--- config.mk ---
export PLATFORM = sky130hd
export DESIGN_NAME = data_mem_bridge
export DESIGN_NICKNAME = d
export VERILOG_FILES = /design/src/rtl/mem_pkg.sv /design/src/rtl/write_buffer.sv /design/src/rtl/data_mem_bridge.sv
export SDC_FILE = /design/constraint.sdc
export NUM_CORES = 1
export LEC_CHECK = 0
export BUFFER_PORTS_ARGS = -buffer_cell sky130_fd_sc_hd__buf_2
export CAP_MARGIN = 5
export CORE_MARGIN = 2
export CORE_UTILIZATION = 49
export DETAILED_ROUTE_END_ITERATION = 10
export MAX_ROUTING_LAYER = met4
export PLACE_DENSITY = 0.8
export SLEW_MARGIN = 0
export SYNTH_ARGS = -nofsm -noshare
export SYNTH_HDL_FRONTEND = slang
export SYNTH_SLANG_ARGS = --single-unit
--- constraint.sdc ---
create_clock -name Clock -period 2.4 [get_ports Clock]
set_input_delay 0.36 -clock Clock [delete_from_list [all_inputs] [get_ports Clock]]
set_output_delay 0.36 -clock Clock [all_outputs]
set_load 0.02 [all_outputs]
--- src/rtl/mem_pkg.sv ---
`default_nettype none
// ============================================================================
//  Module      : mem_pkg
//  Description : Shared definitions for the data-memory path: processor word
//                width, bridge FSM state encoding and the read-timeout value.
//  Revision    : 1.0 - initial release
// ============================================================================
package mem_pkg;

   localparam int WORD_SIZE = 16;

   // Data returned to the processor when a load times out
   localparam logic [15:0] ERR_DATA = 16'hDEAD;

   typedef enum logic [1:0] {
      BR_IDLE  = 2'd0,
      BR_WRITE = 2'd1,
      BR_READ  = 2'd2,
      BR_RDONE = 2'd3
   } bridge_state_t;

   // True in the states that hold a memory transaction open
   function automatic logic br_in_txn(input bridge_state_t s);
      return (s == BR_WRITE) || (s == BR_READ);
   endfunction

endpackage
`default_nettype wire

--- src/rtl/write_buffer.sv ---
`default_nettype none
// ============================================================================
//  Module      : write_buffer
//  Description : Posted-write FIFO holding {addr, data} entries. Head and tail
//                pointers wrap modulo DEPTH; the count is one bit wider so a
//                full buffer is distinguishable from an empty one.
//  Revision    : 1.0 - initial release
// ============================================================================
module write_buffer #(
   parameter int WIDTH = 32,
   parameter int DEPTH = 4
) (
   input  logic                     Clock,
   input  logic                     Reset,
   input  logic                     push,
   input  logic [WIDTH-1:0]         push_data,
   input  logic                     pop,
   output logic [WIDTH-1:0]         head_data,
   output logic                     full,
   output logic                     empty,
   output logic [$clog2(DEPTH):0]   count
);

   localparam int PTR_W = $clog2(DEPTH);
   localparam int CNT_W = PTR_W + 1;
   localparam logic [CNT_W-1:0] FULL_COUNT = CNT_W'(DEPTH);

   logic [WIDTH-1:0] entry_q [DEPTH];
   logic [PTR_W-1:0] head_q, head_d;
   logic [PTR_W-1:0] tail_q, tail_d;
   logic [CNT_W-1:0] count_q, count_d;
   logic             push_ok;
   logic             pop_ok;

   // Status and next-pointer computation; full/empty come from registered count
   always_comb begin
      full    = (count_q == FULL_COUNT);
      empty   = (count_q == '0);
      push_ok = push && !full;
      pop_ok  = pop && !empty;
      head_d  = head_q;
      tail_d  = tail_q;
      count_d = count_q;
      if (push_ok) begin
         tail_d = tail_q + PTR_W'(1);
      end
      if (pop_ok) begin
         head_d = head_q + PTR_W'(1);
      end
      case ({push_ok, pop_ok})
         2'b10:   count_d = count_q + CNT_W'(1);
         2'b01:   count_d = count_q - CNT_W'(1);
         default: count_d = count_q;
      endcase
   end

   // Pointer and occupancy registers
   always_ff @(posedge Clock or posedge Reset) begin
      if (Reset) begin
         head_q  <= '0;
         tail_q  <= '0;
         count_q <= '0;
      end else begin
         head_q  <= head_d;
         tail_q  <= tail_d;
         count_q <= count_d;
      end
   end

   // Entry storage; contents are don't-care until pushed, so no reset
   always_ff @(posedge Clock) begin
      if (push_ok) begin
         entry_q[tail_q] <= push_data;
      end
   end

   assign head_data = entry_q[head_q];
   assign count     = count_q;

endmodule
`default_nettype wire

--- src/rtl/data_mem_bridge.sv ---
`default_nettype none
// ============================================================================
//  Module      : data_mem_bridge
//  Description : Processor data port to variable-latency single-port memory.
//                Stores are posted into a write buffer; loads block until the
//                buffer has drained and the read data returns. A watchdog
//                aborts any transaction left unacknowledged for TIMEOUT
//                cycles and raises a sticky bus error.
//  Revision    : 1.0 - initial release
// ============================================================================
module data_mem_bridge #(
   parameter int                    WORD_SIZE  = mem_pkg::WORD_SIZE,
   parameter int                    WBUF_DEPTH = 4,
   parameter int                    TIMEOUT    = 255,
   parameter logic [WORD_SIZE-1:0]  ERR_DATA   = mem_pkg::ERR_DATA
) (
   input  logic                          Clock,
   input  logic                          Reset,
   input  logic [WORD_SIZE-1:0]          DataAddr,
   input  logic [WORD_SIZE-1:0]          DataOut,
   input  logic                          WriteData,
   input  logic                          ReadData,
   output logic [WORD_SIZE-1:0]          DataIn,
   output logic                          DataWaitreq,
   output logic [WORD_SIZE-1:0]          mem_addr,
   output logic [WORD_SIZE-1:0]          mem_wdata,
   output logic                          mem_we,
   output logic                          mem_req,
   input  logic                          mem_ack,
   input  logic [WORD_SIZE-1:0]          mem_rdata,
   input  logic                          err_clear,
   output logic                          bus_error,
   output logic [$clog2(WBUF_DEPTH):0]   buf_count
);

   import mem_pkg::*;

   localparam int TO_W = $clog2(TIMEOUT + 1);
   localparam logic [TO_W-1:0] TO_LAST = TO_W'(TIMEOUT - 1);

   bridge_state_t          state_q, state_d;
   logic                   mem_req_q, mem_req_d;
   logic                   mem_we_q, mem_we_d;
   logic [WORD_SIZE-1:0]   mem_addr_q, mem_addr_d;
   logic [WORD_SIZE-1:0]   mem_wdata_q, mem_wdata_d;
   logic [WORD_SIZE-1:0]   rdata_q, rdata_d;
   logic [TO_W-1:0]        to_cnt_q, to_cnt_d;
   logic                   bus_error_q, bus_error_d;

   logic                   wb_push;
   logic                   wb_pop;
   logic                   wb_full;
   logic                   wb_empty;
   logic [2*WORD_SIZE-1:0] wb_head;
   logic                   timeout_hit;

   write_buffer #(
      .WIDTH (2 * WORD_SIZE),
      .DEPTH (WBUF_DEPTH)
   ) u_wbuf (
      .Clock     (Clock),
      .Reset     (Reset),
      .push      (wb_push),
      .push_data ({DataAddr, DataOut}),
      .pop       (wb_pop),
      .head_data (wb_head),
      .full      (wb_full),
      .empty     (wb_empty),
      .count     (buf_count)
   );

   // Processor handshake: stores stall only on a full buffer and take priority
   // over a simultaneous load; loads stall until the data is presented
   always_comb begin
      wb_push     = WriteData && !wb_full;
      timeout_hit = mem_req_q && !mem_ack && (to_cnt_q == TO_LAST);
      wb_pop      = (state_q == BR_WRITE) && (mem_ack || timeout_hit);
      if (WriteData) begin
         DataWaitreq = wb_full;
      end else begin
         DataWaitreq = ReadData && (state_q != BR_RDONE);
      end
   end

   // Next-state and registered-output computation for the transaction FSM
   always_comb begin
      state_d     = state_q;
      mem_req_d   = mem_req_q;
      mem_we_d    = mem_we_q;
      mem_addr_d  = mem_addr_q;
      mem_wdata_d = mem_wdata_q;
      rdata_d     = rdata_q;
      to_cnt_d    = '0;

      case (state_q)
         BR_IDLE: begin
            // Draining posted stores comes before any load
            if (!wb_empty) begin
               state_d     = BR_WRITE;
               mem_req_d   = 1'b1;
               mem_we_d    = 1'b1;
               mem_addr_d  = wb_head[2*WORD_SIZE-1:WORD_SIZE];
               mem_wdata_d = wb_head[WORD_SIZE-1:0];
            end else if (ReadData && !WriteData) begin
               state_d    = BR_READ;
               mem_req_d  = 1'b1;
               mem_we_d   = 1'b0;
               mem_addr_d = DataAddr;
            end
         end
         BR_WRITE: begin
            // Acked or timed out, the head entry is retired either way
            if (mem_ack || timeout_hit) begin
               state_d   = BR_IDLE;
               mem_req_d = 1'b0;
               mem_we_d  = 1'b0;
            end
         end
         BR_READ: begin
            if (mem_ack) begin
               state_d   = BR_RDONE;
               mem_req_d = 1'b0;
               rdata_d   = mem_rdata;
            end else if (timeout_hit) begin
               state_d   = BR_RDONE;
               mem_req_d = 1'b0;
               rdata_d   = ERR_DATA;
            end
         end
         BR_RDONE: begin
            state_d = BR_IDLE;
         end
         default: begin
            state_d   = BR_IDLE;
            mem_req_d = 1'b0;
            mem_we_d  = 1'b0;
         end
      endcase

      // Staying in a transaction state means req is high and no ack came
      if (br_in_txn(state_q) && (state_d == state_q)) begin
         to_cnt_d = to_cnt_q + TO_W'(1);
      end

      // A fresh timeout overrides a clear in the same cycle
      if (timeout_hit) begin
         bus_error_d = 1'b1;
      end else if (err_clear) begin
         bus_error_d = 1'b0;
      end else begin
         bus_error_d = bus_error_q;
      end
   end

   // FSM state and every registered output
   always_ff @(posedge Clock or posedge Reset) begin
      if (Reset) begin
         state_q     <= BR_IDLE;
         mem_req_q   <= 1'b0;
         mem_we_q    <= 1'b0;
         mem_addr_q  <= '0;
         mem_wdata_q <= '0;
         rdata_q     <= '0;
         to_cnt_q    <= '0;
         bus_error_q <= 1'b0;
      end else begin
         state_q     <= state_d;
         mem_req_q   <= mem_req_d;
         mem_we_q    <= mem_we_d;
         mem_addr_q  <= mem_addr_d;
         mem_wdata_q <= mem_wdata_d;
         rdata_q     <= rdata_d;
         to_cnt_q    <= to_cnt_d;
         bus_error_q <= bus_error_d;
      end
   end

   assign mem_req   = mem_req_q;
   assign mem_we    = mem_we_q;
   assign mem_addr  = mem_addr_q;
   assign mem_wdata = mem_wdata_q;
   assign DataIn    = rdata_q;
   assign bus_error = bus_error_q;

endmodule
`default_nettype wire

==> flow_summary_export.csv <==
group,metric,value,unit
outcome,status,"finished clean",
placed_design,hpwl,9670,µm
clock_tree,cts_buffers,17,
worst_setup_path,crit_arrival,2630,ps
synth,synth_area_leaders,"edfxtp_1 50%, dfrtp_1 22%, mux4_2 9.3%, mux2_2 2.5%, ha_1 1.9%",
sta,finClkSkew,8.16,ps
sta,slew_violations,0,
route,drc,0,
synth,syn_inst,447,
cells_and_area,n_fill_cell,1167,
worst_setup_path,worst_setup_path_start_kind,"flip-flop",
synth,syn_avg_cell_area,17.4,µm²
sta,fin_hold_ws,123,ps
pwr,seq_power_share,40.1,%
synth,yosys_warnings,0,
clock_tree,cts_htree_levels,4,
synth,syn_area,7760,µm²
pwr,clockPowerShare,23.8,%
worst_setup_path,reg2reg_depth,11,
floorplan,core,15700,µm²
sta,fmax,0.439,GHz
global_route,grt_max_degree,51,
synth,synth_nets,514,
sta,max_slew_margin,53.1,%
sta,setup_viol,0,
global_route,overflow,0,
synth,yosysTopAreaCell,"edfxtp_1",
synth,ys_seq_elements,196,
route,drtAntennaViolNets,0,
route,viasPerCell,5.42,
cells_and_area,drive_gt1_share,37.1,%
global_route,grt_pass1_vias,4353,
pwr,intPower,8480,µW
cells_and_area,area_delta_synth_final,20.6,%
route,drt_wl_total,15400,µm
route,drtIter0Drc,297,
pwr,peakVddDrop,0.627,mV
synth,yosysMostFrequentCell,"edfxtp_1",
worst_setup_path,path_max_fanout,3,
flow_run,drv_cap,0,
worst_setup_path,path_class,"reg -> reg",
pwr,power.density_cell_area,1360,nW/µm²
clock_tree,clk_pin_slew_worst_paths,60,ps
pwr,total_power,12700,µW
clock_tree,cts.path.max_buffers,2,
sta,fin_crit_sh,94.9,%
route,vias,4361,
global_route,grt_first_pass_wirelength,23300,µm
synth,synth_flop_cell,"edfxtp_1",
clock_tree,cts_sinks,196,
floorplan,die_area,16900,µm²
global_route,antenna_found_initial,1,
cells_and_area,fin_nets,641,
clock_tree,insertion_delay,430,ps
synth,synth_top_area_share,49.5,%
sta,grt_setup_unrepaired,"false",
clock_tree,cts_tree,"yes",
floorplan,die_h,130,µm
sta,worst_pin_slew,703,ps
route,routedWlPerCell,19.1,µm
worst_setup_path,cp.required,2750,ps
route,first_pass_iters,4,
synth,synth_seq_area_share,71.4,%
synth,netlist_top_cells_count,"128 x edfxtp_1, 68 x dfrtp_1, 32 x mux4_2, 28 x nand2_1, 20 x nor2_1",
sta,timing.setup.tns,0,ps
global_route,grtUsageTotal,19.5,%
synth,synth_cell_types,42,
pwr,leakage,0.00357,µW
pwr,switching_power,4260,µW
clock_tree,clock-root-buffer,"clkbuf_16",
pwr,sw_frac_of_total,33.4,%
sta,fin_crit,2280,ps
min_path,whs_path_depth,2,
min_path,hp-class,"in -> reg",
floorplan,die_w,130,µm
synth,async_flop_share,34.7,%
floorplan,row_count,46,
floorplan,ioPinCount,109,
pwr,p_comb_share,36.2,%
placed_design,io_buffers,108,
sta,hold_viol,0,
synth,synth_edf_count,128,
worst_setup_path,critPathCaptureType,"flip-flop",
floorplan,initial_core_util,49.6,%
placed_design,place_congestion,0.857,
[through the flow]
| step | setup slack, ps | area [µm²] | util (%) | instances |
|---|---|---|---|---|
| 6_report | 122 | 9360 | 59.8 | 804 |
| 5_1_grt | 4.35 | 9360 | 59.8 | 804 |
| 4_1_cts | 51.1 | 9330 | 59.6 | 802 |
| 3_5_place_dp | 26.7 | 8680 | 55.4 | 768 |
| 3_3_place_gp | 155 | 8680 | 55.4 | 768 |
| 2_1_floorplan | 39.6 | 7760 | - | 447 |
[area by class of cell]
type | instances | area, µm² | area share (%)
diodes | 1 | 2.50 | 0.0267
clock buffers | 19 | 433 | 4.62
clock inverters | 13 | 204 | 2.18
inverters | 14 | 53.8 | 0.575
multi-input cells | 219 | 2090 | 22.3
flip-flops and latches | 196 | 5550 | 59.2
well taps | 216 | 270 | 2.89
repair buffers | 126 | 766 | 8.18
[final timing paths]
check                                       start  slack, ps                           end
setup / recovery            to_cnt_q[0]$_DFF_PP0_        120   u_wbuf.count[2]$_DFFE_PP0P_
hold / removal                          err_clear        120         bus_error$_DFFE_PP0P_
setup reg to reg            to_cnt_q[0]$_DFF_PP0_        120   u_wbuf.count[2]$_DFFE_PP0P_
hold reg to reg            DataIn[12]$_DFFE_PP0P_        500        DataIn[12]$_DFFE_PP0P_
max in group asynchronous                   Reset       1330  u_wbuf.head_q[1]$_DFFE_PP0P_
min in group asynchronous                   Reset        450     mem_wdata[13]$_DFFE_PP0P_
[sequential cells by signal, summed over array words and instances, names as in the netlist]
| name | count |
|---|---|
| u_wbuf.count | 3 |
| bus_error | 1 |
| u_wbuf.tail_q | 2 |
| mem_req | 1 |
| u_wbuf.head_q | 2 |
| to_cnt_q | 8 |
| DataIn | 16 |
| u_wbuf.entry_q | 128 |
| mem_wdata | 16 |
| state_q | 2 |
| mem_addr | 16 |
| mem_we | 1 |
[kinds of logic (layout without fill, tap and decap cells)]
kind of cell / Yosys count / after routing / share of synthesized area (%)
flops: 196 / 196 / 71.4
compound gates: 73 / 73 / 6.69
other cells: 0 / 1 / 0
buf+inv: 32 / 172 / 2.01
mux: 50 / 50 / 11.9
simple gates: 71 / 71 / 4.45
xor+xnor: 12 / 12 / 1.35
fa+ha+maj: 13 / 13 / 2.19
[cells in the final DEF (no fill, tap or decap), types with 3 or more instances in the layout]
cell,netlist,layout
mux4_2,32,32
bufinv_16,0,5
buf_2,8,108
buf_12,0,7
o22a_1,11,11
a31oi_1,12,12
clkinv_2,0,4
ha_1,12,11
a211oi_1,8,8
a21oi_1,13,13
and2_2,0,4
xor2_1,7,7
inv_1,14,13
buf_4,3,10
clkbuf_16,0,17
o22ai_1,10,10
nor2_1,20,20
nand2_1,28,28
dfrtp_1,68,66
o21ai_0,6,6
mux2_2,17,17
a22o_1,5,5
xnor2_1,5,5
edfxtp_1,128,128
nand3_1,3,3
[routing by layer]
metal / vias to the layer above / track usage (%) / share of wire [%]
met4: 0 / 6.96 / 1.5
met1: 2218 / 23.8 / 42
met2: 137 / 30.9 / 50
li1: 1987 / - / -
met3: 19 / 6.23 / 6.5
met5: - / - / 0
[what timing repair did]
| action | in CTS | in global routing |
|---|---|---|
| hold buffers | 1 | 0 |
| buffers inserted | 1 | 1 |
| endpoints found under the hold margin | 18 | 0 |
| setup endpoints to repair | 1 | 1 |
| gates resized for setup | 0 | 4 |
| pin swaps | 0 | 3 |
[critical path, cell delays in order, from the launching register on]
cell and delay [ps]:
dfrtp_1 390, inv_1 70, ha_1 140, and4_4 240, a21o_1 130, and3_4 220, ha_4 140, inv_1 40
fa_1 380, xor2_1 150, nor2_1 130, xor2_1 170
[power by group through the flow]
| stage | Clock (µW) | Combinational, µW | Sequential [µW] |
|---|---|---|---|
| 2_1_floorplan | 0 | 2700 | 5590 |
| 3_3_place_gp | 0 | 4440 | 5100 |
| 3_5_place_dp | 0 | 4590 | 5170 |
| 4_1_cts | 3090 | 4640 | 5110 |
| 5_1_grt | 3220 | 5000 | 5200 |
| 6_report | 3030 | 4610 | 5100 |
No activity file was read; power rests on OpenSTA's default activity.
